===== config.mk =====
export PLATFORM = sky130hd
export DESIGN_NAME = serial_t
export DESIGN_NICKNAME = d
export VERILOG_FILES = /design/src/rtl/serial_t.sv
export SDC_FILE = /design/constraint.sdc
export NUM_CORES = 1
export LEC_CHECK = 0
export ABC_AREA = 1
export BUFFER_PORTS_ARGS = -buffer_cell sky130_fd_sc_hd__buf_2
export CELL_PAD_IN_SITES_DETAIL_PLACEMENT = 1
export CELL_PAD_IN_SITES_GLOBAL_PLACEMENT = 2
export CORE_MARGIN = 4
export CORE_UTILIZATION = 35
export CTS_BUF_LIST = sky130_fd_sc_hd__clkbuf_16
export CTS_CLUSTER_SIZE = 14
export DETAILED_ROUTE_END_ITERATION = 8
export PLACE_DENSITY_LB_ADDON = 0.1
export SLEW_MARGIN = 25
export SYNTH_ARGS = -nofsm -noshare
export SYNTH_HDL_FRONTEND = slang
export SYNTH_SLANG_ARGS = --single-unit

===== constraint.sdc =====
create_clock -name m_clock -period 2.9 [get_ports m_clock]
set_input_delay 0.29 -clock m_clock [delete_from_list [all_inputs] [get_ports m_clock]]
set_output_delay 0.29 -clock m_clock [all_outputs]
set_load 0.02 [all_outputs]

===== src/rtl/serial_t.sv =====
// 8N1 serial transmitter (LSB first, idle high); the first bit appears one cycle after accept and each frame lasts 10*BIT_TICKS cycles.
// tx_ready is high only in IDLE, so a byte offered while busy waits. Defining SERIAL_T_PARITY_EN adds an even-parity bit before stop.
module serial_t #(
   parameter int BIT_TICKS = 1301
) (
   input  logic       m_clock,
   input  logic       p_reset,
   input  logic [7:0] tx_data,
   input  logic       tx_valid,
   output logic       tx_ready,
   output logic       TXD,
   output logic       busy
);

`ifdef SERIAL_T_PARITY_EN
   typedef enum logic [2:0] {IDLE, START, DATA, PARITY, STOP} state_t;
`else
   typedef enum logic [1:0] {IDLE, START, DATA, STOP} state_t;
`endif

   localparam logic [15:0] TICK_MAX = 16'(BIT_TICKS - 1);

   state_t      state_q, state_d;
   logic [15:0] tick_q, tick_d;
   logic [2:0]  bitcnt_q, bitcnt_d;
   logic [7:0]  shreg_q, shreg_d;
   logic        txd_q, txd_d;
`ifdef SERIAL_T_PARITY_EN
   logic        parity_q, parity_d;
`endif
   logic        tick_end;

   assign tick_end = (tick_q == TICK_MAX);
   assign tx_ready = (state_q == IDLE);
   assign busy     = (state_q != IDLE);
   assign TXD      = txd_q;

   always_comb begin
      state_d  = state_q;
      tick_d   = tick_end ? 16'd0 : tick_q + 16'd1;
      bitcnt_d = bitcnt_q;
      shreg_d  = shreg_q;
      txd_d    = txd_q;
`ifdef SERIAL_T_PARITY_EN
      parity_d = parity_q;
`endif
      case (state_q)
         IDLE: begin
            tick_d = 16'd0;
            txd_d  = 1'b1;
            if (tx_valid) begin
               // Start bit is registered on the accept edge so TXD drops next cycle.
               shreg_d = tx_data;
               state_d = START;
               txd_d   = 1'b0;
`ifdef SERIAL_T_PARITY_EN
               parity_d = ^tx_data;
`endif
            end
         end
         START: begin
            if (tick_end) begin
               state_d  = DATA;
               bitcnt_d = 3'd0;
               txd_d    = shreg_q[0];
            end
         end
         DATA: begin
            if (tick_end) begin
               shreg_d  = shreg_q >> 1;
               bitcnt_d = bitcnt_q + 3'd1;
               if (bitcnt_q == 3'd7) begin
`ifdef SERIAL_T_PARITY_EN
                  state_d = PARITY;
                  txd_d   = parity_q;
`else
                  state_d = STOP;
                  txd_d   = 1'b1;
`endif
               end else begin
                  txd_d = shreg_q[1];
               end
            end
         end
`ifdef SERIAL_T_PARITY_EN
         PARITY: begin
            if (tick_end) begin
               state_d = STOP;
               txd_d   = 1'b1;
            end
         end
`endif
         STOP: begin
            if (tick_end) begin
               state_d = IDLE;
               txd_d   = 1'b1;
            end
         end
         default: begin
            state_d = IDLE;
            txd_d   = 1'b1;
         end
      endcase
   end

   always_ff @(posedge m_clock) begin
      if (!p_reset) begin
         state_q  <= IDLE;
         tick_q   <= 16'd0;
         bitcnt_q <= 3'd0;
         shreg_q  <= 8'd0;
         txd_q    <= 1'b1;
`ifdef SERIAL_T_PARITY_EN
         parity_q <= 1'b0;
`endif
      end else begin
         state_q  <= state_d;
         tick_q   <= tick_d;
         bitcnt_q <= bitcnt_d;
         shreg_q  <= shreg_d;
         txd_q    <= txd_d;
`ifdef SERIAL_T_PARITY_EN
         parity_q <= parity_d;
`endif
      end
   end

endmodule


==> flow_summary.json, run 1 <==
{
  "ys_seq_area_frac": 0.333,
  "synth_top_family_by_area": "simple AND/OR/NAND/NOR gates",
  "nNetsFinal": 270,
  "hold_viol_final": 0,
  "cts_resized": 0,
  "overflow": 0,
  "leakage_nw": 0.818,
  "synth_top_area_share": 0.333,
  "path_common_cell": "inv_1",
  "antenna_cells": 0,
  "avgSynthCellArea_um2": 7.58,
  "cp-start-kind": "register",
  "cts_inserted_buffers": 5,
  "min_period_ns": 1.96,
  "cap_violations": 0,
  "yosys.area_share.simple": 0.370,
  "muxShareOfSynthArea": 0.0388,
  "drive_above_1_share": 0.211,
  "drtAntennaViolNets": 0,
  "crit_family": "adder cells",
  "synthCells": 238,
  "dieArea_um2": 6370,
  "place_inst": 310,
  "vias_per_cell": 4.71,
  "slowest_delay_ns": 0.65,
  "min_period_over_period": 0.675,
  "yosys.area.top_type": "dfxtp_1",
  "synth_area_leaders": "dfxtp_1, nand2_1, nor2_1, ha_1, nand3_1",
  "cp_num_buf_inv": 3,
  "clockRootBuffer": "clkbuf_16",
  "synth_fa_ha_area_frac": 0.0624,
  "clk_transition_reported_paths_ns": 0.05,
  "crit_path_end_kind": "register",
  "setup-tns-final_ns": 0,
  "worstPathArrival_ns": 2.13,
  "fin_area_um2": 2020,
  "synth_xor_area_frac": 0.0340,
  "drtIter0Drc": 49,
  "num_vias": 1498,
  "wl_mm": 4.05,
  "crit_required_ns": 3.07,
  "p_int_mw": 1.09,
  "core_area_um2": 4850,
  "portBuffers": 13,
  "syn-num-nets": 258,
  "powerDensity_nw_per_um2": 884,
  "vdd_drop_max_mv": 0.292,
  "cts_hold_buf": 0,
  "grt_pass1_wl_mm": 7.19,
  "worst_slew_pin_slew_ns": 0.775,
  "clk_path_buf_depth": 2,
  "clock-sinks": 30,
  "clk_latency_ns": 0.28,
  "p_clk_frac": 0.274,
  "status": "completed",
  "seqPwrFrac": 0.305,
  "skew_ns": 0.00442,
  "hold_class": "in2reg",
  "drt_pre_antenna_iters": 4,
  "first_global_vias": 1534,
  "yosysWarnings": 0,
  "pin_count": 14,
  "start_util": 0.372,
  "rsz0062_at_grt": "false",
  "synth-compound-area-share": 0.0700,
  "preCtsSetupSlack_ns": 0.901,
  "final_cells": 318,
  "drc": 0,
  "worstSetupPathType": "reg2reg",
  "place_area_um2": 1880,
  "dp_hpwl_mm": 2.99,
  "area_delta_synth_final_pct": 12.1,
  "synthFlopType": "dfxtp_1",
  "cp_cell_sequence": "inv_1 -> ha_1 -> inv_1 -> or2_2 -> nand3_2 -> nand2_1 -> inv_1 -> nor2_1",
  "async_flop_share": 0,
  "setup_viol": 0,
  "fin_ws_ns": 0.943,
  "worst_hold_slack_ns": 0.324,
  "htree_levels": 2,
  "relSlewSlack": 0.483,
  "synth_area_um2": 1800,
  "synth-edff-count": 0,
  "wl_per_cell_um": 12.7,
  "post_cts_buffers": 0,
  "crit_fanout": 15,
  "track_usage": 0.145,
  "place_congestion": 0.735,
  "cpMaxStageDelayCell": "ha_1",
  "antenna_found_initial": 0,
  "fmax_mhz": 511,
  "slew_violations": 0,
  "post-route-util": 0.417,
  "die_w_um": 79.8,
  "grt_max_degree": 20,
  "combPwrFrac": 0.421,
  "rows": 25,
  "cts_tree": "done",
  "die_y_um": 79.8,
  "p_sw_mw": 0.702,
  "netlist-cell-type-count": 34,
  "synth_seq_cells": 30,
  "finalPower_mw": 1.79,
  "swShare": 0.392
}
-- tightest hold or removal path, stage by stage --
cell,delay (ns)
buf_2,0.10
a32oi_1,0.05
nand2_1,0.06
nand3_1,0.05
-- final cells by class --
cell class / instances / area [um^2]
Tap cell: 67 / 83.8
Clock inverter: 3 / 12.5
Timing Repair Buffer: 13 / 65.1
Sequential cell: 30 / 601
Fill cell: 613 / 2830
Multi-Input combinational cell: 174 / 1040
Inverter: 26 / 97.6
Clock buffer: 5 / 125
-- cell usage after synthesis, drive strengths merged (2+ instances only) --
| cell type | count |
|---|---|
| nand2 | 46 |
| nor2 | 44 |
| dfxtp | 30 |
| inv | 25 |
| nand3 | 25 |
| a21oi | 18 |
| ha | 9 |
| buf | 7 |
| mux2i | 7 |
| nor3 | 7 |
| nand4 | 6 |
| xor2 | 5 |
| or2 | 3 |
| xnor2 | 2 |
-- registers in the layout, indices dropped and copies added (netlist names) --
name	flops
state_q	2
shreg_q	8
bitcnt_q	3
tick_q	16
TXD	1
-- power by group through the flow --
stage                     Clock (mW)  Combinational [mW]  Sequential (mW)
after floorplan                    0               0.693            0.549
final                          0.490               0.753            0.545
after CTS                      0.509               0.777            0.546
after global placement             0               0.769            0.552
after detailed placement           0               0.772            0.554
after global routing           0.527               0.874            0.554
-- worst paths after layout --
check / depth (start not counted) / startpoint / to / slack [ns]
setup reg to reg: 8 / state_q[0] / state_q[1] / 0.94
setup / recovery: 8 / state_q[0] / state_q[1] / 0.94
hold / removal: 4 / tx_valid / TXD / 0.32
hold reg to reg: 1 / tick_q[0] / tick_q[0] / 0.46
-- layout by cell type, fill, tap and decap left out, drive strengths merged, types with 2 or more instances in the layout --
cell and count:
nand4 6, mux2i 7, nand2 46, or2 3
clkinv 3, inv 26, a21oi 18, ha 9
nor2 44, nor3 7, clkbuf 5, nand3 25
xnor2 2, buf 13, xor2 5, dfxtp 30
-- kinds of logic after synthesis --
family,Yosys count
adders and majority gates,9
buffers and inverters,34
xor gates and xnor gates,7
and+or+nand+nor,131
muxes,7
DFF,30
AOI/OAI and AO/OA,20
-- per-layer routing --
layer	global-route usage	routed length (um)	share of wire	vias to the layer above
met5	0	0	0	-
met4	0.0608	74	0.018	0
met3	0.0372	113	0.028	7
met2	0.217	1690	0.42	15
met1	0.196	2170	0.54	687
li1	-	-	-	789
(Power assumes the default switching activity.)
==> run 2, diff against run 1 <==
Settings changed: ABC_AREA 1 to 0, CORE_UTILIZATION 35 to 32.
Clock period 2.9 ns to 1.8 ns, I/O delays scaled along.
==> flow_summary.json, run 2 <==
{
  "fmax_mhz": 581,
  "portBuffers": 13,
  "clockRootBuffer": "clkbuf_16",
  "final_common_cell": "dfxtp_1",
  "synth_top_area_share": 0.398,
  "crit_path_end_kind": "register",
  "slew_violations": 0,
  "worst_slew_pin_slew_ns": 0.412,
  "clk_transition_reported_paths_ns": 0.05,
  "hold_start": "tx_data[7]",
  "cap_violations": 0,
  "antenna_cells": 0,
  "nNetsFinal": 225,
  "ys_seq_area_frac": 0.398,
  "reg2reg_depth": 5,
  "start_util": 0.340,
  "pin_count": 14,
  "synth_seq_cells": 30,
  "synth_top_family_by_area": "simple AND/OR/NAND/NOR gates",
  "wl_per_cell_um": 15.6,
  "crit_required_ns": 1.97,
  "routed.top_layer": "met4",
  "hold_class": "in2reg",
  "post_cts_buffers": 0,
  "slowest_delay_ns": 0.40,
  "drc": 0,
  "core_area_um2": 4440,
  "cpMaxStageDelayCell": "or3_1",
  "status": "completed",
  "worstPathArrival_ns": 1.89,
  "netlist-cell-type-count": 38,
  "setup-tns-final_ns": 0,
  "wl_met3_um": 97,
  "die_w_um": 76.7,
  "top_register": "tick_q",
  "hold_viol_final": 0,
  "drtAntennaViolNets": 0,
  "skew_ns": 0.00380,
  "clk_latency_ns": 0.27,
  "cp_cell_sequence": "inv_1 -> ha_2 -> or3_1 -> and2_1 -> a211o_1",
  "drive_above_1_share": 0.189,
  "yosys.area_share.simple": 0.259,
  "die_y_um": 76.7,
  "synthCells": 177,
  "grt_pass1_wl_mm": 6.78,
  "reg.largest.list": "tick_q x16, shreg_q x8, bitcnt_q x3",
  "antenna_found_initial": 0,
  "dieArea_um2": 5880,
  "rows": 24,
  "synth-edff-count": 0,
  "crit_fanout": 6,
  "rrSetupSlack_ns": 0.08,
  "holdPathEnd": "shreg_q[7]",
  "relSlewSlack": 0.723,
  "drtIter0Drc": 66,
  "synthFlopType": "dfxtp_1",
  "area_delta_synth_final_pct": 24.9,
  "muxShareOfSynthArea": 0.00663,
  "cts_tree": "done",
  "yosysMostFrequentCell": "dfxtp_1",
  "syn-num-nets": 197,
  "place_congestion": 0.805,
  "post-route-util": 0.424,
  "largest_register_ffs": 16,
  "final_cell_mix": "dfxtp_1, nand3_1, nor2_1",
  "r2r_end": "TXD",
  "synth-compound-area-share": 0.147,
  "yosys.area.top_type": "dfxtp_1",
  "leakage_nw": 0.702,
  "wl_mm": 4.02,
  "grt_max_degree": 17,
  "overflow": 0,
  "setup_viol": 0,
  "track_usage": 0.145,
  "vias_per_cell": 5.47,
  "dp_hpwl_mm": 2.90,
  "htree_levels": 2,
  "synth_fa_ha_area_frac": 0.0746,
  "cp-start-kind": "register",
  "regToRegStartpoint": "state_q[0]",
  "cts_inserted_buffers": 5,
  "drt_pre_antenna_iters": 4,
  "min_period_over_period": 0.957,
  "first_global_vias": 1444,
  "synth_area_um2": 1510,
  "vdd_drop_max_mv": 0.374,
  "synth_xor_area_frac": 0.0697,
  "async_flop_share": 0,
  "hold_depth": 3,
  "avgSynthCellArea_um2": 8.53,
  "worstSetupPathType": "reg2reg",
  "num_vias": 1411,
  "synth_common_cells": "dfxtp_1, nand3_1, nor2_1",
  "clock-sinks": 30,
  "wl_met2_mm": 2.08,
  "yosysWarnings": 0,
  "min_period_ns": 1.72,
  "worst_hold_slack_ns": 0.150,
  "powerDensity_nw_per_um2": 1150,
  "clk_path_buf_depth": 2,
  "wl_met1_mm": 1.77,
  "synth_area_leaders": "dfxtp_1, ha_1, nand3_1, xnor2_1, nor2_1"
}
-- run 2: per-layer routing --
metal / vias to the layer above / global-route usage
met5: - / 0
met4: 0 / 0.0580
met3: 9 / 0.0398
met2: 11 / 0.254
met1: 688 / 0.165
li1: 703 / -
-- run 2: timing repair --
action,CTS,global route
gates resized for setup,1,1
setup endpoints to repair,1,4
hold buffers,0,0
-- run 2: critical path, delay by kind of cell (launching register included) --
| family | cells | cell delay [ns] |
|---|---|---|
| compound gates | 1 | 0.28 |
| simple gates | 2 | 0.59 |
| flops | 1 | 0.39 |
| fa+ha+maj | 1 | 0.24 |
| buf+inv | 1 | 0.11 |
-- run 2: final cells by class --
cell class,count,area [um^2]
clock inverters,3,12.5
repair buffers,29,198
well taps,52,65.1
fillers,541,2560
multi-input cells,129,846
inverters,10,37.5
flip-flops and latches,30,601
clock buffers,5,125
-- run 2: how the worst max path moves through the flow --
| stage | depth (start not counted) | from | slack (ns) | endpoint |
|---|---|---|---|---|
| 6_report | 5 | state_q[0] | 0.08 | TXD |
| 5_1_grt | 5 | state_q[0] | -0.004 | TXD |
| 4_1_cts | 5 | state_q[0] | 0.04 | TXD |
| 3_5_place_dp | 5 | state_q[0] | 0.01 | shreg_q[5] |
| 3_3_place_gp | 5 | state_q[0] | 0.12 | TXD |
| 2_1_floorplan | 6 | state_q[0] | 0.08 | TXD |
-- run 2: kinds of logic after synthesis --
kind of cell             after synthesis
adder cells (fa/ha/maj)                9
flip-flops                            30
AO/OA/AOI/OAI                         34
AND/OR/NAND/NOR                       73
buffers and inverters                 18
multiplexers                           1
XOR/XNOR                              12
-- run 2: power breakdown --
| group | switching [mW] | total (mW) | internal [mW] |
|---|---|---|---|
| logic | 0.334 | 0.547 | 0.214 |
| clock network | 0.286 | 0.784 | 0.498 |
| registers | 0.0805 | 0.829 | 0.749 |
-- run 2: through the flow --
| stage | area, um^2 | cells | total power [mW] | worst slack [ns] |
|---|---|---|---|---|
| after detailed placement | 1740 | 250 | 1.39 | 0.0127 |
| after global routing | 1880 | 258 | 2.28 | -0.00425 |
| after global placement | 1740 | 250 | 1.36 | 0.119 |
| after CTS | 1880 | 258 | 2.19 | 0.0385 |
| after floorplan | 1510 | 177 | 1.19 | 0.0753 |
| final | 1880 | 258 | 2.16 | 0.0774 |
==> run 3, diff against run 2 <==
Settings changed: BUFFER_PORTS_ARGS -buffer_cell sky130_fd_sc_hd__buf_2 to -buffer_cell sky130_fd_sc_hd__buf_4.
==> flow_summary.json, run 3 (synthesis gave the netlist of run 2 again) <==
{
  "status": "completed",
  "holdPathEnd": "shreg_q[7]",
  "place_area_um2": 1770,
  "worstSetupPathType": "reg2reg",
  "rrSetupSlack_ns": 0.08,
  "post_cts_buffers": 0,
  "dp_hpwl_mm": 2.85,
  "start_util": 0.340,
  "wl_per_cell_um": 15.5,
  "min_period_ns": 1.72,
  "htree_levels": 2,
  "pin_count": 14,
  "top_register": "tick_q",
  "relSlewSlack": 0.695,
  "skew_ns": 0.00510,
  "antenna_found_initial": 0,
  "die_y_um": 76.7,
  "vias_per_cell": 5.28,
  "area_delta_synth_final_pct": 27.0,
  "multiInputGateArea_um2": 850,
  "track_usage": 0.140,
  "fin_area_um2": 1920,
  "final_cell_mix": "dfxtp_1, buf_4, nand3_1",
  "die_w_um": 76.7,
  "fill_cells": 538,
  "drc": 0,
  "min_period_over_period": 0.956,
  "cts_tree": "done",
  "overflow": 0,
  "final-seq-area_um2": 604,
  "portBuffers": 13,
  "crit_path_end_kind": "register",
  "clockRootBuffer": "clkbuf_16",
  "hold_class": "in2reg",
  "vdd_drop_max_mv": 0.595,
  "cap_violations": 0,
  "num_vias": 1358,
  "cp-start-kind": "register",
  "rows": 24,
  "setup_viol": 0,
  "cpMaxStageDelayCell": "or3_1",
  "reg.largest.list": "tick_q x16, shreg_q x8, bitcnt_q x3",
  "clk_transition_reported_paths_ns": 0.05,
  "place_congestion": 0.769,
  "largest_register_ffs": 16,
  "fmax_mhz": 581,
  "dieArea_um2": 5880,
  "worst_slew_pin_slew_ns": 0.453,
  "crit_family": "simple AND/OR/NAND/NOR gates",
  "worstPathArrival_ns": 1.88,
  "grt_pass1_wl_mm": 6.63,
  "cp_num_buf_inv": 1,
  "clk_path_buf_depth": 2,
  "antenna_cells": 0,
  "drt_pre_antenna_iters": 4,
  "core_area_um2": 4440,
  "drive_above_1_share": 0.200,
  "drtAntennaViolNets": 0,
  "crit_required_ns": 1.96,
  "grt_max_degree": 17,
  "reg2reg_depth": 5,
  "regToRegStartpoint": "state_q[0]",
  "rsz0062_at_grt": "false",
  "hold_depth": 3,
  "clock-sinks": 30,
  "leakage_nw": 0.713,
  "powerDensity_nw_per_um2": 1150,
  "wl_mm": 4.00,
  "crit_fanout": 6,
  "cp_cell_sequence": "inv_1 -> ha_1 -> or3_1 -> and2_1 -> a211o_1",
  "setup-tns-final_ns": 0,
  "cts_inserted_buffers": 5,
  "r2r_end": "TXD",
  "drtIter0Drc": 43,
  "slew_violations": 0,
  "nNetsFinal": 224,
  "clk_latency_ns": 0.28,
  "hold_start": "tx_data[7]",
  "first_global_vias": 1418,
  "slowest_delay_ns": 0.43,
  "hold_viol_final": 0
}
==> run 3: stage by stage <==
step	total power, mW	std cells	hold WS (ns)	setup WS, ns	utilization
3_5_place_dp	1.42	249	0.435	0.0394	0.397
4_1_cts	2.21	257	0.141	0.00181	0.428
5_1_grt	2.33	257	0.165	0.00725	0.431
2_1_floorplan	1.19	177	0.317	0.0753	-
6_report	2.20	257	0.156	0.0799	0.431
3_3_place_gp	1.39	249	0.426	0.0920	0.397
==> run 3: cell type report <==
cell class	count	share of cell area
Sequential cell	30	0.315
Tap cell	52	0.0339
Clock buffer	5	0.0653
Multi-Input combinational cell	129	0.443
Timing Repair Buffer	28	0.116
Clock inverter	3	0.00653
Inverter	10	0.0196
==> run 3: report_power, final <==
group,switching (mW),internal [mW],leakage (nW)
Sequential,0.0693,0.751,0.245
Clock,0.286,0.498,0.0724
Combinational,0.349,0.244,0.396
==> run 3: how the worst max path moves through the flow <==
stage                           from          to  slack [ns]  cells after the start
after floorplan           state_q[0]         TXD        0.08                      6
after global placement     tick_q[2]         TXD        0.09                      5
after detailed placement  state_q[1]  shreg_q[1]        0.04                      5
after CTS                  tick_q[2]         TXD       0.002                      5
after global routing      state_q[0]         TXD       0.007                      5
final                     state_q[0]         TXD        0.08                      5
==> run 3: layer usage <==
layer / wire, um / GRT usage
met1: 1760 / 0.165
met5: 0 / 0
met2: 2080 / 0.243
met4: 54 / 0.0489
met3: 100 / 0.0398
==> run 3: repair_timing <==
action	4_1_cts	5_1_grt
endpoints found under the setup margin	0	17
resized for setup	0	6
hold buffers	0	0
==> run 3: worst min-delay path: stages <==
cell     delay (ns)
buf_4          0.08
nand3_1        0.07
o21ai_1        0.07
